===== src/rtl/aes128_enc_round_ctrl.sv =====
// aes128_enc_round_ctrl: iterative AES-128 encryption engine, one round per cycle.
// The shared round datapath performs SubBytes, ShiftRows, MixColumns and AddRoundKey.
// Round keys are expanded on the fly, and only one block is in flight at a time.
// Ports:
//   clk, rst_n                   clock, synchronous active-low reset
//   in_valid/in_ready            plaintext/key accept handshake (ready only in IDLE)
//   plaintext, key               128-bit inputs, byte 0 = [127:120], column-major
//   abort                        cancel the block in flight (RUN or DONE)
//   out_valid/out_ready          ciphertext handshake; ciphertext held while stalled
//   ciphertext                   128-bit result
//   round_idx                    current round number
//   busy                         engine not idle
module aes128_enc_round_ctrl #(
    parameter int unsigned NR = 10
) (
    input  logic         clk,
    input  logic         rst_n,
    input  logic         in_valid,
    output logic         in_ready,
    input  logic [127:0] plaintext,
    input  logic [127:0] key,
    input  logic         abort,
    output logic         out_valid,
    input  logic         out_ready,
    output logic [127:0] ciphertext,
    output logic [3:0]   round_idx,
    output logic         busy
);

    localparam int unsigned RIDX_W     = 4;
    localparam logic [RIDX_W-1:0] LAST_ROUND = RIDX_W'(NR);

    // Byte i of the state is element i (column i/4, row i%4).
    typedef logic [0:15][7:0] blk_t;
    // Word 0 of the round key is key[127:96].
    typedef logic [0:3][31:0] wrd_t;

    typedef enum logic [1:0] {
        ST_IDLE,
        ST_RUN,
        ST_DONE
    } fsm_t;

    localparam logic [7:0] SBOX [256] = '{
        8'h63, 8'h7c, 8'h77, 8'h7b, 8'hf2, 8'h6b, 8'h6f, 8'hc5, 8'h30, 8'h01, 8'h67, 8'h2b, 8'hfe, 8'hd7, 8'hab, 8'h76,
        8'hca, 8'h82, 8'hc9, 8'h7d, 8'hfa, 8'h59, 8'h47, 8'hf0, 8'had, 8'hd4, 8'ha2, 8'haf, 8'h9c, 8'ha4, 8'h72, 8'hc0,
        8'hb7, 8'hfd, 8'h93, 8'h26, 8'h36, 8'h3f, 8'hf7, 8'hcc, 8'h34, 8'ha5, 8'he5, 8'hf1, 8'h71, 8'hd8, 8'h31, 8'h15,
        8'h04, 8'hc7, 8'h23, 8'hc3, 8'h18, 8'h96, 8'h05, 8'h9a, 8'h07, 8'h12, 8'h80, 8'he2, 8'heb, 8'h27, 8'hb2, 8'h75,
        8'h09, 8'h83, 8'h2c, 8'h1a, 8'h1b, 8'h6e, 8'h5a, 8'ha0, 8'h52, 8'h3b, 8'hd6, 8'hb3, 8'h29, 8'he3, 8'h2f, 8'h84,
        8'h53, 8'hd1, 8'h00, 8'hed, 8'h20, 8'hfc, 8'hb1, 8'h5b, 8'h6a, 8'hcb, 8'hbe, 8'h39, 8'h4a, 8'h4c, 8'h58, 8'hcf,
        8'hd0, 8'hef, 8'haa, 8'hfb, 8'h43, 8'h4d, 8'h33, 8'h85, 8'h45, 8'hf9, 8'h02, 8'h7f, 8'h50, 8'h3c, 8'h9f, 8'ha8,
        8'h51, 8'ha3, 8'h40, 8'h8f, 8'h92, 8'h9d, 8'h38, 8'hf5, 8'hbc, 8'hb6, 8'hda, 8'h21, 8'h10, 8'hff, 8'hf3, 8'hd2,
        8'hcd, 8'h0c, 8'h13, 8'hec, 8'h5f, 8'h97, 8'h44, 8'h17, 8'hc4, 8'ha7, 8'h7e, 8'h3d, 8'h64, 8'h5d, 8'h19, 8'h73,
        8'h60, 8'h81, 8'h4f, 8'hdc, 8'h22, 8'h2a, 8'h90, 8'h88, 8'h46, 8'hee, 8'hb8, 8'h14, 8'hde, 8'h5e, 8'h0b, 8'hdb,
        8'he0, 8'h32, 8'h3a, 8'h0a, 8'h49, 8'h06, 8'h24, 8'h5c, 8'hc2, 8'hd3, 8'hac, 8'h62, 8'h91, 8'h95, 8'he4, 8'h79,
        8'he7, 8'hc8, 8'h37, 8'h6d, 8'h8d, 8'hd5, 8'h4e, 8'ha9, 8'h6c, 8'h56, 8'hf4, 8'hea, 8'h65, 8'h7a, 8'hae, 8'h08,
        8'hba, 8'h78, 8'h25, 8'h2e, 8'h1c, 8'ha6, 8'hb4, 8'hc6, 8'he8, 8'hdd, 8'h74, 8'h1f, 8'h4b, 8'hbd, 8'h8b, 8'h8a,
        8'h70, 8'h3e, 8'hb5, 8'h66, 8'h48, 8'h03, 8'hf6, 8'h0e, 8'h61, 8'h35, 8'h57, 8'hb9, 8'h86, 8'hc1, 8'h1d, 8'h9e,
        8'he1, 8'hf8, 8'h98, 8'h11, 8'h69, 8'hd9, 8'h8e, 8'h94, 8'h9b, 8'h1e, 8'h87, 8'he9, 8'hce, 8'h55, 8'h28, 8'hdf,
        8'h8c, 8'ha1, 8'h89, 8'h0d, 8'hbf, 8'he6, 8'h42, 8'h68, 8'h41, 8'h99, 8'h2d, 8'h0f, 8'hb0, 8'h54, 8'hbb, 8'h16
    };

    // Multiply by x in GF(2^8) mod x^8+x^4+x^3+x+1.
    function automatic logic [7:0] xtime(input logic [7:0] b);
        return {b[6:0], 1'b0} ^ (b[7] ? 8'h1b : 8'h00);
    endfunction

    // SubBytes followed by ShiftRows: row r rotates left by r columns.
    function automatic blk_t sub_shift(input blk_t s);
        blk_t o;
        o = '0;
        for (int c = 0; c < 4; c++) begin
            for (int r = 0; r < 4; r++) begin
                o[4'(4*c + r)] = SBOX[s[4'(4*((c + r) % 4) + r)]];
            end
        end
        return o;
    endfunction

    // MixColumns: each column multiplied by the circulant {02,03,01,01}.
    function automatic blk_t mix_columns(input blk_t s);
        blk_t o;
        logic [7:0] a0, a1, a2, a3;
        o = '0;
        for (int c = 0; c < 4; c++) begin
            a0 = s[4'(4*c)];
            a1 = s[4'(4*c + 1)];
            a2 = s[4'(4*c + 2)];
            a3 = s[4'(4*c + 3)];
            o[4'(4*c)]     = xtime(a0) ^ xtime(a1) ^ a1 ^ a2 ^ a3;
            o[4'(4*c + 1)] = a0 ^ xtime(a1) ^ xtime(a2) ^ a2 ^ a3;
            o[4'(4*c + 2)] = a0 ^ a1 ^ xtime(a2) ^ xtime(a3) ^ a3;
            o[4'(4*c + 3)] = xtime(a0) ^ a0 ^ a1 ^ a2 ^ xtime(a3);
        end
        return o;
    endfunction

    function automatic logic [31:0] sub_word(input logic [31:0] w);
        return {SBOX[w[31:24]], SBOX[w[23:16]], SBOX[w[15:8]], SBOX[w[7:0]]};
    endfunction

    // One step of the AES-128 key schedule.
    function automatic wrd_t expand_key(input wrd_t k, input logic [7:0] rc);
        wrd_t o;
        o[0] = k[0] ^ sub_word({k[3][23:0], k[3][31:24]}) ^ {rc, 24'h0};
        o[1] = k[1] ^ o[0];
        o[2] = k[2] ^ o[1];
        o[3] = k[3] ^ o[2];
        return o;
    endfunction

    function automatic logic [7:0] rcon(input logic [RIDX_W-1:0] idx);
        logic [7:0] rc;
        case (idx)
            4'd1:    rc = 8'h01;
            4'd2:    rc = 8'h02;
            4'd3:    rc = 8'h04;
            4'd4:    rc = 8'h08;
            4'd5:    rc = 8'h10;
            4'd6:    rc = 8'h20;
            4'd7:    rc = 8'h40;
            4'd8:    rc = 8'h80;
            4'd9:    rc = 8'h1b;
            4'd10:   rc = 8'h36;
            default: rc = 8'h00;
        endcase
        return rc;
    endfunction

    fsm_t fsm_q;
    blk_t state_q;
    wrd_t rkey_q;

    blk_t sr_c;
    blk_t mc_c;
    blk_t rnd_c;
    wrd_t rk_c;
    logic last_c;

    // Shared round datapath; the final round bypasses MixColumns.
    always_comb begin
        sr_c   = sub_shift(state_q);
        mc_c   = mix_columns(sr_c);
        rk_c   = expand_key(rkey_q, rcon(round_idx));
        last_c = (round_idx == LAST_ROUND);
        rnd_c  = (last_c ? sr_c : mc_c) ^ blk_t'(rk_c);
    end

    // Control FSM with registered outputs.
    always_ff @(posedge clk) begin
        if (!rst_n) begin
            fsm_q      <= ST_IDLE;
            state_q    <= '0;
            rkey_q     <= '0;
            round_idx  <= '0;
            in_ready   <= 1'b1;
            out_valid  <= 1'b0;
            ciphertext <= '0;
            busy       <= 1'b0;
        end else begin
            case (fsm_q)
                ST_IDLE: begin
                    if (in_valid && in_ready) begin
                        state_q   <= blk_t'(plaintext ^ key);
                        rkey_q    <= wrd_t'(key);
                        round_idx <= RIDX_W'(1);
                        in_ready  <= 1'b0;
                        busy      <= 1'b1;
                        fsm_q     <= ST_RUN;
                    end
                end
                ST_RUN: begin
                    if (abort) begin
                        fsm_q     <= ST_IDLE;
                        round_idx <= '0;
                        out_valid <= 1'b0;
                        in_ready  <= 1'b1;
                        busy      <= 1'b0;
                    end else begin
                        state_q   <= rnd_c;
                        rkey_q    <= rk_c;
                        round_idx <= round_idx + RIDX_W'(1);
                        if (last_c) begin
                            ciphertext <= rnd_c;
                            out_valid  <= 1'b1;
                            fsm_q      <= ST_DONE;
                        end
                    end
                end
                ST_DONE: begin
                    // Abort wins over a same-cycle output handshake.
                    if (abort || out_ready) begin
                        fsm_q     <= ST_IDLE;
                        round_idx <= '0;
                        out_valid <= 1'b0;
                        in_ready  <= 1'b1;
                        busy      <= 1'b0;
                    end
                end
                default: begin
                    fsm_q     <= ST_IDLE;
                    round_idx <= '0;
                    out_valid <= 1'b0;
                    in_ready  <= 1'b1;
                    busy      <= 1'b0;
                end
            endcase
        end
    end

endmodule


===== config.mk =====
export PLATFORM = sky130hd
export DESIGN_NAME = aes128_enc_round_ctrl
export DESIGN_NICKNAME = d
export VERILOG_FILES = /design/src/rtl/aes128_enc_round_ctrl.sv
export SDC_FILE = /design/constraint.sdc
export NUM_CORES = 2
export LEC_CHECK = 0
export CAP_MARGIN = 0
export CORE_ASPECT_RATIO = 0.8
export CORE_MARGIN = 2
export CORE_UTILIZATION = 47
export CTS_CLUSTER_DIAMETER = 30
export DETAILED_ROUTE_END_ITERATION = 8
export PLACE_DENSITY = 0.7
export SYNTH_ARGS = -nofsm -noshare
export SYNTH_HDL_FRONTEND = slang
export SYNTH_SLANG_ARGS = --single-unit

===== constraint.sdc =====
create_clock -name clk -period 4.05 [get_ports clk]
set_input_delay 0.405 -clock clk [delete_from_list [all_inputs] [get_ports clk]]
set_output_delay 0.405 -clock clk [all_outputs]
set_load 0.01 [all_outputs]

==> flow_summary.toml <==
[run_status]
outcome = "finished with violations"
violations = "DRC, setup timing"

[synth]
ys_ff_latch = 273
seq_area_frac_synth_pct = 12.96
yosysTopAreaCellShare_pct = 12.96
ys.flop_type = "dfxtp_1"
avgSynthCellArea_um2 = 6.848
synth_area_mm2 = 0.04218
synth-edff-count = 0
yosys_warnings = 0
netlist.top_cell.by_area = "dfxtp_1"
synth.distinct_cells = 114
synth_area_leaders = "dfxtp_1 (13%), a21oi_1 (7.1%), o21ai_0 (5.5%)"
ys_async_sr_fraction_pct = 0
netlist_instances = 6159

[global_routing]
grt_max_degree = 101
globalRouteTotalUtil_pct = 43.76
grt.overflow.total = 0
antenna_found_initial = 9
grt_pass1_vias = 48140
grt_pass1_wl_um = 315500

[layout]
fin_nets = 6664
layout-drive-gt1-share_pct = 14.45
syn_to_final_growth_pct = 18.54
final_area_mm2 = 0.05000
n_fill_cell = 8635

[routing]
via_per_inst = 7.091
wl_per_cell_um = 28.30
drc = 6
ant_nets = 0
wirelength_um = 213200
vias = 53420
drt-initial-drc-count = 10100
drtPass1Iterations = 9

[critical_path]
critPathCaptureType = "flip-flop"
path_class = "flip-flop to flip-flop"
crit_path_end = "rkey_q[28]$_SDFFE_PN0P_"
r2r_start = "rkey_q[17]$_SDFFE_PN0P_"
r2r_cells = 13
r2r_slack_ns = -0.03
start_kind = "flip-flop"
required_ns = 4.55
regToRegEndpoint = "rkey_q[28]$_SDFFE_PN0P_"
crit_start = "rkey_q[17]$_SDFFE_PN0P_"
cp.arrival_ns = 4.58
cp_max_fo = 11

[floorplan]
start_util_pct = 47.31
die_y_um = 271.9
die_w_um = 338.9
die-area_mm2 = 0.09217
core_mm2 = 0.08914
io_pins = 396
rows = 98

[sta]
worst_pin_slew_ns = 0.9762
max_freq_mhz = 245.3
setup_ws_ns = -0.02716
setup_viol = 1
drv_slew = 0
hold_viol = 0
period_share_pct = 100.7
holdWs_ns = 0.2197
max_slew_margin_pct = 34.09
setup_tns_ns = -0.02716
skew_ns = 0.04106
fin_crit_ns = 4.077
rsz0062_at_grt = "yes"

[placement]
hpwl_um = 155000
routabilityCongestion = 1.124
place_area_mm2 = 0.04759
port_buffers = 267
pre_cts_ws_ns = 0.06028

[clock_network]
cts_setup_buffers = 0
cts_buffer_depth = 3
numCtsBuffers = 67
cts_tree = "built"
htreeDepth = 3
cts_resized = 0
clkTransAtPathRegs_ns = 0.05
root_buffer = "clkbuf_16"
clock_latency_ns = 0.61
cts_sinks = 273
cts_hold_buffers = 0

[power]
ir_drop_mv = 0.5524
power_w = 0.02889
pwr_density_cell_mw_per_mm2 = 577.7
leakagePower_nw = 18.30

[worst_hold_path]
min_path_type = "input port to flip-flop"
hold_start = "rst_n"

[flow_run]
maxCapViolations = 0
[report_power, final]
part / total, W / switching, W / internal, W
combinational: 0.0196 / 0.0120 / 0.00759
sequential: 0.00355 / 0.000587 / 0.00297
clock: 0.00571 / 0.00182 / 0.00389
[per-layer routing]
metal  GRT usage [%]  part of all wire (%)
met1           59.94                    39
met2           61.47                    39
met3           13.30                    15
met4           22.37                   6.5
met5               0                 0.023
[metrics by stage]
step / cells / utilization, %
global route: 7534 / 56.09
detailed placement: 7409 / 53.39
floorplan: 6190 / -
global placement: 7409 / 53.39
CTS: 7530 / 56.04
finish: 7534 / 56.09
[cell usage in the layout, fill, tap and decap left out, types with 74 or more instances in the layout]
master and count:
a21oi_1 593, o211ai_1 112, nand2b_1 176, nor2_1 518, xnor2_1 120, inv_1 75, nand3_1 241, ha_1 124
and3_1 74, o21ai_0 467, clkdlybuf4s50_1 266, a211oi_1 144, buf_4 467, a311oi_1 86, a31oi_1 143, nor3_1 178
nor2b_1 161, nand2_1 536, dfxtp_1 248, mux4_2 98
[cells in the mapped netlist (64+ instances only)]
cell	instances
a211oi_1	144
mux2i_1	64
clkbuf_1	478
and3_1	74
dfxtp_1	273
and2_1	66
xor2_1	69
nand2b_1	177
buf_4	73
nor2b_1	162
o311ai_0	71
a311oi_1	86
a21oi_1	595
buf_2	126
nor3_1	178
xnor2_1	121
nand3_1	241
o31ai_1	71
inv_1	75
a31oi_1	143
o21ai_0	467
nor2_1	518
mux4_2	98
nand2_1	537
o211ai_1	112
buf_1	69
ha_1	125
[final cells by class]
class,instances,area (um2),area share (%)
Inverter,104,395.4,0.7908
Clock buffer,84,1904,3.809
Antenna cell,4,10.01,0.02002
Sequential cell,273,5527,11.05
Timing Repair Buffer,778,7061,14.12
Multi-Input combinational cell,5054,33140,66.28
Clock inverter,37,462.9,0.9259
Tap cell,1200,1501,3.003
[sequential cells by signal, summed over array words and instances (netlist names), named ones only]
name        cells
busy            1
ciphertext     96
fsm_q           2
in_ready        1
out_valid       1
rkey_q        128
round_idx       4
state_q        32
[worst max-delay path, stage by stage, from the launching register on]
cell,delay [ns]
dfxtp_1,0.34
inv_1,0.20
ha_1,0.59
nor2b_1,0.32
a211oi_1,0.08
o32ai_1,0.56
a211o_1,0.20
a32oi_2,0.17
buf_4,0.20
xor3_1,0.38
xnor2_1,0.29
buf_4,0.26
a31oi_1,0.11
o221a_2,0.27
[how the worst min path moves through the flow]
stage | slack (ns) | depth (start not counted) | to
6_report | 0.22 | 2 | rkey_q[59]$_SDFFE_PN0P_
5_1_grt | 0.23 | 2 | rkey_q[59]$_SDFFE_PN0P_
4_1_cts | 0.21 | 2 | rkey_q[59]$_SDFFE_PN0P_
3_5_place_dp | 0.45 | 2 | ciphertext[8]$_SDFFE_PN0P_
3_3_place_gp | 0.44 | 2 | ciphertext[8]$_SDFFE_PN0P_
2_1_floorplan | 0.44 | 2 | rkey_q[120]$_SDFFE_PN0P_
[logic make-up after synthesis]
kind of cell / after synthesis / share of synthesized area [%]
compound gates: 2273 / 35.92
simple gates: 2224 / 25.89
buf+inv: 863 / 8.929
flops: 273 / 12.96
xor+xnor: 218 / 5.254
mux: 178 / 7.241
fa+ha+maj: 129 / 3.803
other cells: 1 / 0.008891
No activity file was read; power rests on OpenSTA's default activity.
